==> config.mk <==
export PLATFORM = sky130hd
export DESIGN_NAME = mem_stage
export DESIGN_NICKNAME = d
export VERILOG_FILES = /design/src/rtl/cpu_pkg.sv /design/src/rtl/mem_wb_reg.sv /design/src/rtl/mem_stage.sv
export SDC_FILE = /design/constraint.sdc
export NUM_CORES = 1
export LEC_CHECK = 0
export ABC_AREA = 1
export CAP_MARGIN = 20
export CORE_AREA = 8 8 103 105
export DETAILED_ROUTE_END_ITERATION = 7
export DIE_AREA = 0 0 111 113
export PLACE_DENSITY = 0.87
export SETUP_SLACK_MARGIN = 0.15
export SLEW_MARGIN = 25
export SYNTH_ARGS = -nofsm -noshare
export SYNTH_HDL_FRONTEND = slang
export SYNTH_SLANG_ARGS = --single-unit
export TNS_END_PERCENT = 50
==> constraint.sdc <==
create_clock -name clk -period 1.2 [get_ports clk]
set_input_delay 0.18 -clock clk [delete_from_list [all_inputs] [get_ports clk]]
set_output_delay 0.18 -clock clk [all_outputs]
set_load 0.03 [all_outputs]
==> src/rtl/cpu_pkg.sv <==
// Shared pipeline types and widths for the 16-bit five-stage core.
package cpu_pkg;

  localparam int DATA_W     = 16;
  localparam int ADDR_W     = 16;
  localparam int REG_ADDR_W = 3;

  typedef enum logic {
    IDLE   = 1'b0,
    ACCESS = 1'b1
  } mem_state_t;

  // MEM/WB pipeline slot, also consumed by the writeback stage.
  typedef struct packed {
    logic                  valid;
    logic [DATA_W-1:0]     alu_result;
    logic [DATA_W-1:0]     read_data;
    logic                  mem_to_reg;
    logic                  reg_write;
    logic [REG_ADDR_W-1:0] rd;
  } mem_wb_t;

endpackage

==> src/rtl/mem_wb_reg.sv <==
// MEM/WB pipeline register: bubble clears the slot, load captures d, otherwise hold.
module mem_wb_reg
  import cpu_pkg::*;
(
  input  logic    clk,
  input  logic    rst_n,
  input  logic    load,
  input  logic    bubble,
  input  mem_wb_t d,
  output mem_wb_t q
);

  mem_wb_t slot_q;

  always_ff @(posedge clk or negedge rst_n) begin
    if (!rst_n) begin
      slot_q <= '0;
    end else if (bubble) begin
      slot_q <= '0;
    end else if (load) begin
      slot_q <= d;
    end
  end

  assign q = slot_q;

endmodule

==> src/rtl/mem_stage.sv <==
// Memory-access stage: req/ready data-memory handshake feeding the MEM/WB register.
// Optional access timeout with mem_fault output is enabled by MEM_STAGE_TIMEOUT_EN.
module mem_stage #(
  parameter int DATA_W     = 16,
  parameter int ADDR_W     = 16,
  parameter int REG_ADDR_W = 3,
  parameter int TIMEOUT    = 15
) (
  input  logic                  clk,
  input  logic                  rst_n,
  input  logic                  ex_valid,
  input  logic [DATA_W-1:0]     ex_alu_result,
  input  logic [DATA_W-1:0]     ex_store_data,
  input  logic                  ex_mem_read,
  input  logic                  ex_mem_write,
  input  logic                  ex_mem_to_reg,
  input  logic                  ex_reg_write,
  input  logic [REG_ADDR_W-1:0] ex_rd,
  output logic                  mem_stall,
  output logic                  dmem_req,
  output logic                  dmem_we,
  output logic [ADDR_W-1:0]     dmem_addr,
  output logic [DATA_W-1:0]     dmem_wdata,
  input  logic                  dmem_ready,
  input  logic [DATA_W-1:0]     dmem_rdata,
`ifdef MEM_STAGE_TIMEOUT_EN
  output logic                  mem_fault,
`endif
  output logic                  mem_wb_valid,
  output logic [DATA_W-1:0]     mem_wb_alu_result,
  output logic [DATA_W-1:0]     mem_wb_read_data,
  output logic                  mem_wb_mem_to_reg,
  output logic                  mem_wb_reg_write,
  output logic [REG_ADDR_W-1:0] mem_wb_rd
);

  import cpu_pkg::*;

  mem_state_t            state_q, state_d;
  logic [DATA_W-1:0]     alu_q, alu_d;
  logic [DATA_W-1:0]     wdata_q, wdata_d;
  logic                  we_q, we_d;
  logic                  mem_to_reg_q, mem_to_reg_d;
  logic                  reg_write_q, reg_write_d;
  logic [REG_ADDR_W-1:0] rd_q, rd_d;

  mem_wb_t wb_next;
  mem_wb_t wb_q;
  logic    wb_load;
  logic    wb_bubble;

`ifdef MEM_STAGE_TIMEOUT_EN
  localparam int CNT_W = $clog2(TIMEOUT + 1);
  logic [CNT_W-1:0] cnt_q, cnt_d;
  logic             fault_q, fault_d;
`endif

  always_comb begin
    state_d      = state_q;
    alu_d        = alu_q;
    wdata_d      = wdata_q;
    we_d         = we_q;
    mem_to_reg_d = mem_to_reg_q;
    reg_write_d  = reg_write_q;
    rd_d         = rd_q;
    wb_next      = '0;
    wb_load      = 1'b0;
    wb_bubble    = 1'b0;
`ifdef MEM_STAGE_TIMEOUT_EN
    cnt_d        = cnt_q;
    fault_d      = 1'b0;
`endif
    case (state_q)
      IDLE: begin
        if (ex_valid && (ex_mem_read || ex_mem_write)) begin
          // A store wins when both read and write are flagged.
          alu_d        = ex_alu_result;
          wdata_d      = ex_store_data;
          we_d         = ex_mem_write;
          mem_to_reg_d = ex_mem_to_reg;
          reg_write_d  = ex_reg_write;
          rd_d         = ex_rd;
          state_d      = ACCESS;
          wb_bubble    = 1'b1;
`ifdef MEM_STAGE_TIMEOUT_EN
          cnt_d        = '0;
`endif
        end else if (ex_valid) begin
          wb_load            = 1'b1;
          wb_next.valid      = 1'b1;
          wb_next.alu_result = ex_alu_result;
          wb_next.mem_to_reg = ex_mem_to_reg;
          wb_next.reg_write  = ex_reg_write;
          wb_next.rd         = ex_rd;
        end else begin
          wb_bubble = 1'b1;
        end
      end
      ACCESS: begin
        if (dmem_ready) begin
          wb_load            = 1'b1;
          wb_next.valid      = 1'b1;
          wb_next.alu_result = alu_q;
          wb_next.read_data  = we_q ? '0 : dmem_rdata;
          wb_next.mem_to_reg = mem_to_reg_q;
          wb_next.reg_write  = reg_write_q;
          wb_next.rd         = rd_q;
          state_d            = IDLE;
        end
`ifdef MEM_STAGE_TIMEOUT_EN
        else if (cnt_q == CNT_W'(TIMEOUT - 1)) begin
          state_d   = IDLE;
          wb_bubble = 1'b1;
          fault_d   = 1'b1;
        end else begin
          cnt_d = cnt_q + 1'b1;
        end
`endif
      end
    endcase
  end

  always_ff @(posedge clk or negedge rst_n) begin
    if (!rst_n) begin
      state_q      <= IDLE;
      alu_q        <= '0;
      wdata_q      <= '0;
      we_q         <= 1'b0;
      mem_to_reg_q <= 1'b0;
      reg_write_q  <= 1'b0;
      rd_q         <= '0;
`ifdef MEM_STAGE_TIMEOUT_EN
      cnt_q        <= '0;
      fault_q      <= 1'b0;
`endif
    end else begin
      state_q      <= state_d;
      alu_q        <= alu_d;
      wdata_q      <= wdata_d;
      we_q         <= we_d;
      mem_to_reg_q <= mem_to_reg_d;
      reg_write_q  <= reg_write_d;
      rd_q         <= rd_d;
`ifdef MEM_STAGE_TIMEOUT_EN
      cnt_q        <= cnt_d;
      fault_q      <= fault_d;
`endif
    end
  end

  // Decoded straight from state so they fall with an asynchronous reset.
  assign mem_stall  = (state_q == ACCESS);
  assign dmem_req   = (state_q == ACCESS);
  assign dmem_we    = (state_q == ACCESS) && we_q;
  assign dmem_addr  = (state_q == ACCESS) ? alu_q[ADDR_W-1:0] : '0;
  assign dmem_wdata = (state_q == ACCESS) ? wdata_q : '0;

`ifdef MEM_STAGE_TIMEOUT_EN
  assign mem_fault = fault_q;
`endif

  mem_wb_reg u_mem_wb_reg (
    .clk    (clk),
    .rst_n  (rst_n),
    .load   (wb_load),
    .bubble (wb_bubble),
    .d      (wb_next),
    .q      (wb_q)
  );

  assign mem_wb_valid      = wb_q.valid;
  assign mem_wb_alu_result = wb_q.alu_result;
  assign mem_wb_read_data  = wb_q.read_data;
  assign mem_wb_mem_to_reg = wb_q.mem_to_reg;
  assign mem_wb_reg_write  = wb_q.reg_write;
  assign mem_wb_rd         = wb_q.rd;

endmodule

==> summary.txt, run 1 <==
Die
  • Die area: 12500 µm²
  • I/O pin count: 132
  • Die width: 111 µm
  • Area of the core: 8980 µm²
  • Starting Density: 39.4%
  • Die extent in y: 113 µm
  • # rows: 35

Critical path
  • Crit path largest cell delay: 420 ps
  • Crit Path Category: reg -> out
  • WP data required: 1020 ps
  • CP max FO: 8
  • Crit path cell chain: buf_12 > buf_12 > buf_6 > nand2_4 > inv_2 > buf_6
  • Critical path startpoint category: flop
  • Critical path arrival: 1410 ps
  • CP Capture Type: primary output
  • CP max-delay cell: dfrtp_2

Global route
  • Initial antenna violation count: 0
  • First-pass GRT wire length: 19200 µm
  • Vias in the first global route: 3781
  • Largest net degree at the start of global routing: 78
  • Total grt overflow: 0
  • GRT Total Usage: 18.7%

STA
  • Fin crit period: 1590 ps
  • Max frequency: 629 MHz
  • Final worst slack: -391 ps
  • RSZ-0062 raised after global routing: yes
  • Final Slew Violations: 0
  • Finish-stage setup viols: 74
  • Relative slew slack: 68.6%
  • Final worst clock skew: 7.89 ps
  • Final Cycle Share: 133%
  • Worst hold slack: 376 ps
  • Worst-Margin Slew: 470 ps
  • Final hold violation count: 0

Cells and area
  • Final nets: 647
  • Design area: 6090 µm²
  • Inserted Diodes: 0
  • Final core utilization: 67.8%
  • # fillers: 636
  • Fraction of layout cells with a size suffix above 1: 44.5%
  • Area growth from synthesis to layout: 72.3%

Pwr
  • Maximum VDD drop: 858 µV
  • Tot Pwr: 9100 µW
  • LEAKAGE: 0.00311 µW
  • PwrDens: 1490 nW/µm²

Logic synthesis
  • Cell accounting for the most synthesized area: dfrtp_1
  • Syn Area/Cell: 8.14 µm²
  • Mapped Area: 3530 µm²
  • Synth cell types: 18
  • Syn_nets: 493
  • Synthesis-stage register bit count: 77
  • Ranking of synthesized cells by area: dfrtp_1 55%, nand2_1 16%, nand3_1 11%, inv_1 3.8%, nor2_1 3.7%
  • Gate Count Post-Synth: 434
  • Post-synthesis sequential area ratio: 54.5%
  • Yosys top cell area share: 54.5%
  • Yosys warnings: 0

Route
  • Pre-antenna DRT Iters: 4
  • DR iter-0 viols: 188
  • Via count: 3612
  • # DRC: 0
  • DR vias/cell: 5.13
  • Routed WL per cell: 17.4 µm
  • Antenna-violating nets left: 0
  • Aggregate routed wire length: 12200 µm

CTS
  • CTS tree: yes
  • CTS max path bufs: 2
  • TritonCTS Buffers: 9
  • Clk root buf: clkbuf_8
  • CTS H-tree depth: 3
  • Clock sinks: 77
  • Clk slew on worst S/H paths: 80 ps
  • Clk Latency, worst-skew pair: 350 ps

Run status
  • Failing checks: negative setup slack
  • Outcome: finished with violations

Placement
  • Area after DPL: 4940 µm²
  • Number of port buffers: 131
  • Setup WS pre-CTS: -263 ps
  • Dpl hpwl: 7700 µm
  • Placer congestion estimate: 0.779

Min path
  • Worst min-delay path class: in -> async

Run
  • Max Cap Violations: 0
==> area by class of cell <==
cell class,instances,area [µm²],area share (%)
Clock buffer,11,141,2.32
Clock inverter,5,50.0,0.822
Inverter,39,210,3.45
Multi-Input combinational cell,289,1680,27.6
Sequential cell,77,1930,31.7
Tap cell,111,139,2.28
Timing Repair Buffer,170,1910,31.4
Timing Repair inverter,2,32.5,0.534
==> power by group <==
part           switching [µW]  internal, µW
sequential                438          3050
combinational            2040          1610
clock                     950          1000
total                    3430          5670
==> sequential cells by signal, indices dropped and copies added, names as in the netlist <==
| name | cells |
|---|---|
| u_mem_wb_reg.q | 38 |
| alu_q | 16 |
| wdata_q | 16 |
| rd_q | 3 |
| dmem_req | 1 |
| mem_to_reg_q | 1 |
| reg_write_q | 1 |
| we_q | 1 |
==> synth_stat cells (all sizes together) <==
cell,n
nand2,149
dfrtp,77
nand3,75
nor2,39
inv,38
buf,28
a21oi,20
o21ai,6
clkbuf,1
clkinv,1
==> logic make-up after synthesis <==
| group | Yosys count | synth area share [%] |
|---|---|---|
| AO/OA/AOI/OAI | 26 | 3.68 |
| buffers and inverters | 68 | 10.0 |
| flip-flops | 77 | 54.5 |
| AND/OR/NAND/NOR | 263 | 31.8 |
==> metrics by stage <==
stage,std cells,TNS [ps]
floorplan,434,-343
global placement,669,-14880
detailed placement,669,-16990
CTS,696,-18250
global route,704,-25690
finish,704,-20620
==> repair_timing <==
item,CTS,global route
endpoints found under the setup margin,144,150
gates cloned,3,1
hold buffers,1,0
pin swaps,33,15
buffers inserted,7,7
gates resized for setup,138,57
hold endpoints to repair,77,0
==> final timing paths <==
check | from | endpoint | slack, ps | depth (start not counted)
worst max-delay path | dmem_req | dmem_addr[10] | -390 | 6
worst min-delay path | rst_n | alu_q[9] | 380 | 3
worst max register to register | dmem_req | u_mem_wb_reg.q[26] | -360 | 8
worst min register to register | wdata_q[1] | wdata_q[1] | 480 | 2
max in group asynchronous | rst_n | dmem_req | 480 | 3
min in group clk | ex_store_data[0] | wdata_q[0] | 380 | 3
==> placed cells by master (no fill, tap or decap), types with 13 or more instances in the layout <==
cell / netlist / routed
nand2_1: 148 / 90
inv_4: 1 / 13
nand2_4: 0 / 15
nand3_1: 75 / 52
nor2_1: 35 / 35
nand3_2: 0 / 22
buf_4: 16 / 18
inv_2: 1 / 19
nand2_2: 1 / 41
buf_6: 3 / 77
clkdlybuf4s50_1: 0 / 57
dfrtp_1: 77 / 76
==> per-layer routing <==
metal	part of all wire, %	vias to the layer above	global-route usage, %
met5	0	-	0
met4	2.2	0	7.75
met3	6.6	26	5.66
met2	52	136	31.2
met1	39	1778	21.8
li1	-	1672	-
==> critical path: cells and delay by family, from the launching register on <==
family / cells / cell delay (ps)
and+or+nand+nor: 1 / 50
buffers and inverters: 5 / 590
DFF: 1 / 420
Note: power is estimated with default switching activity, not from simulation.
==> run 2, diff against run 1 <==
--- a/config.mk
+++ b/config.mk
@@ -6,6 +6,7 @@
 export NUM_CORES = 1
 export LEC_CHECK = 0
 export ABC_AREA = 1
+export ABC_CLOCK_PERIOD_IN_PS = 1200
 export CAP_MARGIN = 20
 export CORE_AREA = 8 8 103 105
 export DETAILED_ROUTE_END_ITERATION = 7
==> results of run 2 <==
Final layout, timing and power as in run 1 (identical DEF).
==> run 3, diff against run 2 <==
--- a/config.mk
+++ b/config.mk
@@ -8,9 +8,9 @@
 export ABC_AREA = 1
 export ABC_CLOCK_PERIOD_IN_PS = 1200
 export CAP_MARGIN = 20
-export CORE_AREA = 8 8 103 105
+export CORE_AREA = 5 5 100 102
 export DETAILED_ROUTE_END_ITERATION = 7
-export DIE_AREA = 0 0 111 113
+export DIE_AREA = 0 0 105 107
 export PLACE_DENSITY = 0.87
 export SETUP_SLACK_MARGIN = 0.15
 export SLEW_MARGIN = 25
==> run 3 against run 2 <==
Effect of this change:
- the run still ends with negative setup slack left
- final cell count rose by 1.1%
- clock-buffer cell count fell by 1
- critical path depth fell by 1
- sequential cell count did not move
- largest cell class is now non-clock buffers
- worst hold slack improved by 14 ps
- die area fell by 10%
- via count fell by 1.1%
- first-iteration DRC count rose by 3.2%
- worst setup slack improved by 80 ps
- fmax rose by 5.3%
- wire length fell by 3.9%
==> summary.txt, run 3 (same netlist as run 1, synthesis figures left out) <==
Global route
  • First-pass GRT wire length: 18500 µm
  • GRT Total Usage: 20.2%
  • Largest net degree at the start of global routing: 78
  • Total grt overflow: 0
  • Vias in the first global route: 3617
  • Initial antenna violation count: 0

Run status
  • Outcome: finished with violations
  • Failing checks: negative setup slack

Die
  • I/O pin count: 132
  • Die extent in y: 107 µm
  • Starting Density: 39.2%
  • Area of the core: 9020 µm²
  • Die width: 105 µm
  • # rows: 35
  • Die area: 11200 µm²

Cells and area
  • Non-filler instance count after layout: 712
  • Area growth from synthesis to layout: 67.7%
  • Fraction of layout cells with a size suffix above 1: 37.4%
  • Final nets: 656
  • Inserted Diodes: 0
  • Most frequent cells in the layout: 113 x nand2_1, 76 x dfrtp_1, 73 x nand3_1
  • Commonest non-fill, non-tap cell in the layout: nand2_1
  • Design area: 5930 µm²
  • Number of flip-flops in the largest register: 38

STA
  • Worst hold slack: 391 ps
  • Max frequency: 662 MHz
  • Fin crit period: 1510 ps
  • RSZ-0062 raised after global routing: yes
  • Final worst clock skew: 7.43 ps
  • Final Slew Violations: 0
  • Worst-Margin Slew: 478 ps
  • Relative slew slack: 68.1%
  • Finish-stage setup viols: 113
  • Final hold violation count: 0
  • Final Cycle Share: 126%
  • Final worst slack: -311 ps

Route
  • Routed WL per cell: 16.5 µm
  • Antenna-violating nets left: 0
  • Via count: 3573
  • Aggregate routed wire length: 11700 µm
  • # DRC: 0
  • Wl on met1: 4720 µm
  • Pre-antenna DRT Iters: 4
  • Met2 wire len: 6170 µm
  • Met3 routed wirelength: 738 µm
  • DR iter-0 viols: 194
  • DR vias/cell: 5.02
  • Top Layer Used: met4

Run
  • Max Cap Violations: 0

Critical path
  • Crit path cell chain: buf_12 > buf_12 > nand2_4 > inv_6 > buf_6
  • Crit Path Category: reg -> out
  • CP max FO: 6
  • Crit-path most repeated cell: buf_12
  • CP bufs+invs: 4
  • Crit path largest cell delay: 440 ps
  • WP data required: 1020 ps
  • CP Capture Type: primary output
  • Critical path startpoint category: flop
  • Critical path arrival: 1330 ps
  • CP max-delay cell: dfrtp_2
  • Delay-heaviest family, CP: buffers and inverters

Min path
  • Worst min-delay path class: in -> async

CTS
  • Clk slew on worst S/H paths: 80 ps
  • CTS max path bufs: 2
  • Clock sinks: 77
  • CTS H-tree depth: 3
  • Clk Latency, worst-skew pair: 340 ps
  • CTS tree: yes
  • TritonCTS Buffers: 9
  • Clk root buf: clkbuf_8

Pwr
  • PwrDens: 1500 nW/µm²
  • Maximum VDD drop: 822 µV
  • LEAKAGE: 0.00317 µW

Placement
  • Dpl hpwl: 7380 µm
  • Dpl cells: 668
  • Number of port buffers: 131
  • Area after DPL: 4920 µm²
  • Placer congestion estimate: 0.813
==> run 3: layout make-up <==
class	instances	area, µm²
clock buffers	10	128
clock inverters	5	52.6
fillers	701	3100
inverters	39	206
multi-input cells	289	1510
flip-flops and latches	77	1930
well taps	111	139
repair buffers	181	1960
==> run 3: worst min-delay path, stage by stage <==
cell           delay, ps
dlygate4sd3_1        530
buf_4                110
buf_12               320
==> run 3: worst paths after layout <==
path	from	end	slack, ps	cells after the start
max	dmem_req	dmem_addr[0]	-310	5
min	rst_n	u_mem_wb_reg.q[30]	390	3
max reg2reg	dmem_req	u_mem_wb_reg.q[22]	-270	8
min reg2reg	reg_write_q	reg_write_q	480	2
max in group asynchronous	rst_n	dmem_req	440	3
min in group clk	dmem_rdata[15]	u_mem_wb_reg.q[20]	400	3
==> run 3: through the flow <==
stage               utilization, %  worst slack (ps)  power (µW)  TNS (ps)
floorplan                        -             -14.9        5090      -343
global placement              54.5              -203        6120    -14120
finish                        65.7              -311        8900    -23020
global route                  65.7              -354        9350    -28400
detailed placement            54.5              -253        6210    -16190
CTS                           63.1              -308        8690    -25290
==> run 3: what timing repair did <==
item,CTS,global route
gates cloned,4,3
pin swaps,1,7
buffers inserted,17,4
hold endpoints to repair,77,0
endpoints found under the setup margin,149,150
hold buffers,1,0
resized for setup,89,40
==> run 3: where the power goes <==
| group | total [µW] | leakage, µW | switching (µW) | internal [µW] |
|---|---|---|---|---|
| Sequential | 3460 | 0.000982 | 409 | 3050 |
| Clock | 1870 | 0.0000919 | 927 | 940 |
| Combinational | 3570 | 0.00209 | 1970 | 1600 |
| Total | 8900 | 0.00317 | 3310 | 5600 |
==> run 3: layer usage <==
layer | up-vias | global-route usage [%]
met5 | - | 0
met4 | 0 | 4.93
met3 | 10 | 5.06
met2 | 146 | 35.1
met1 | 1737 | 25.2
li1 | 1680 | -
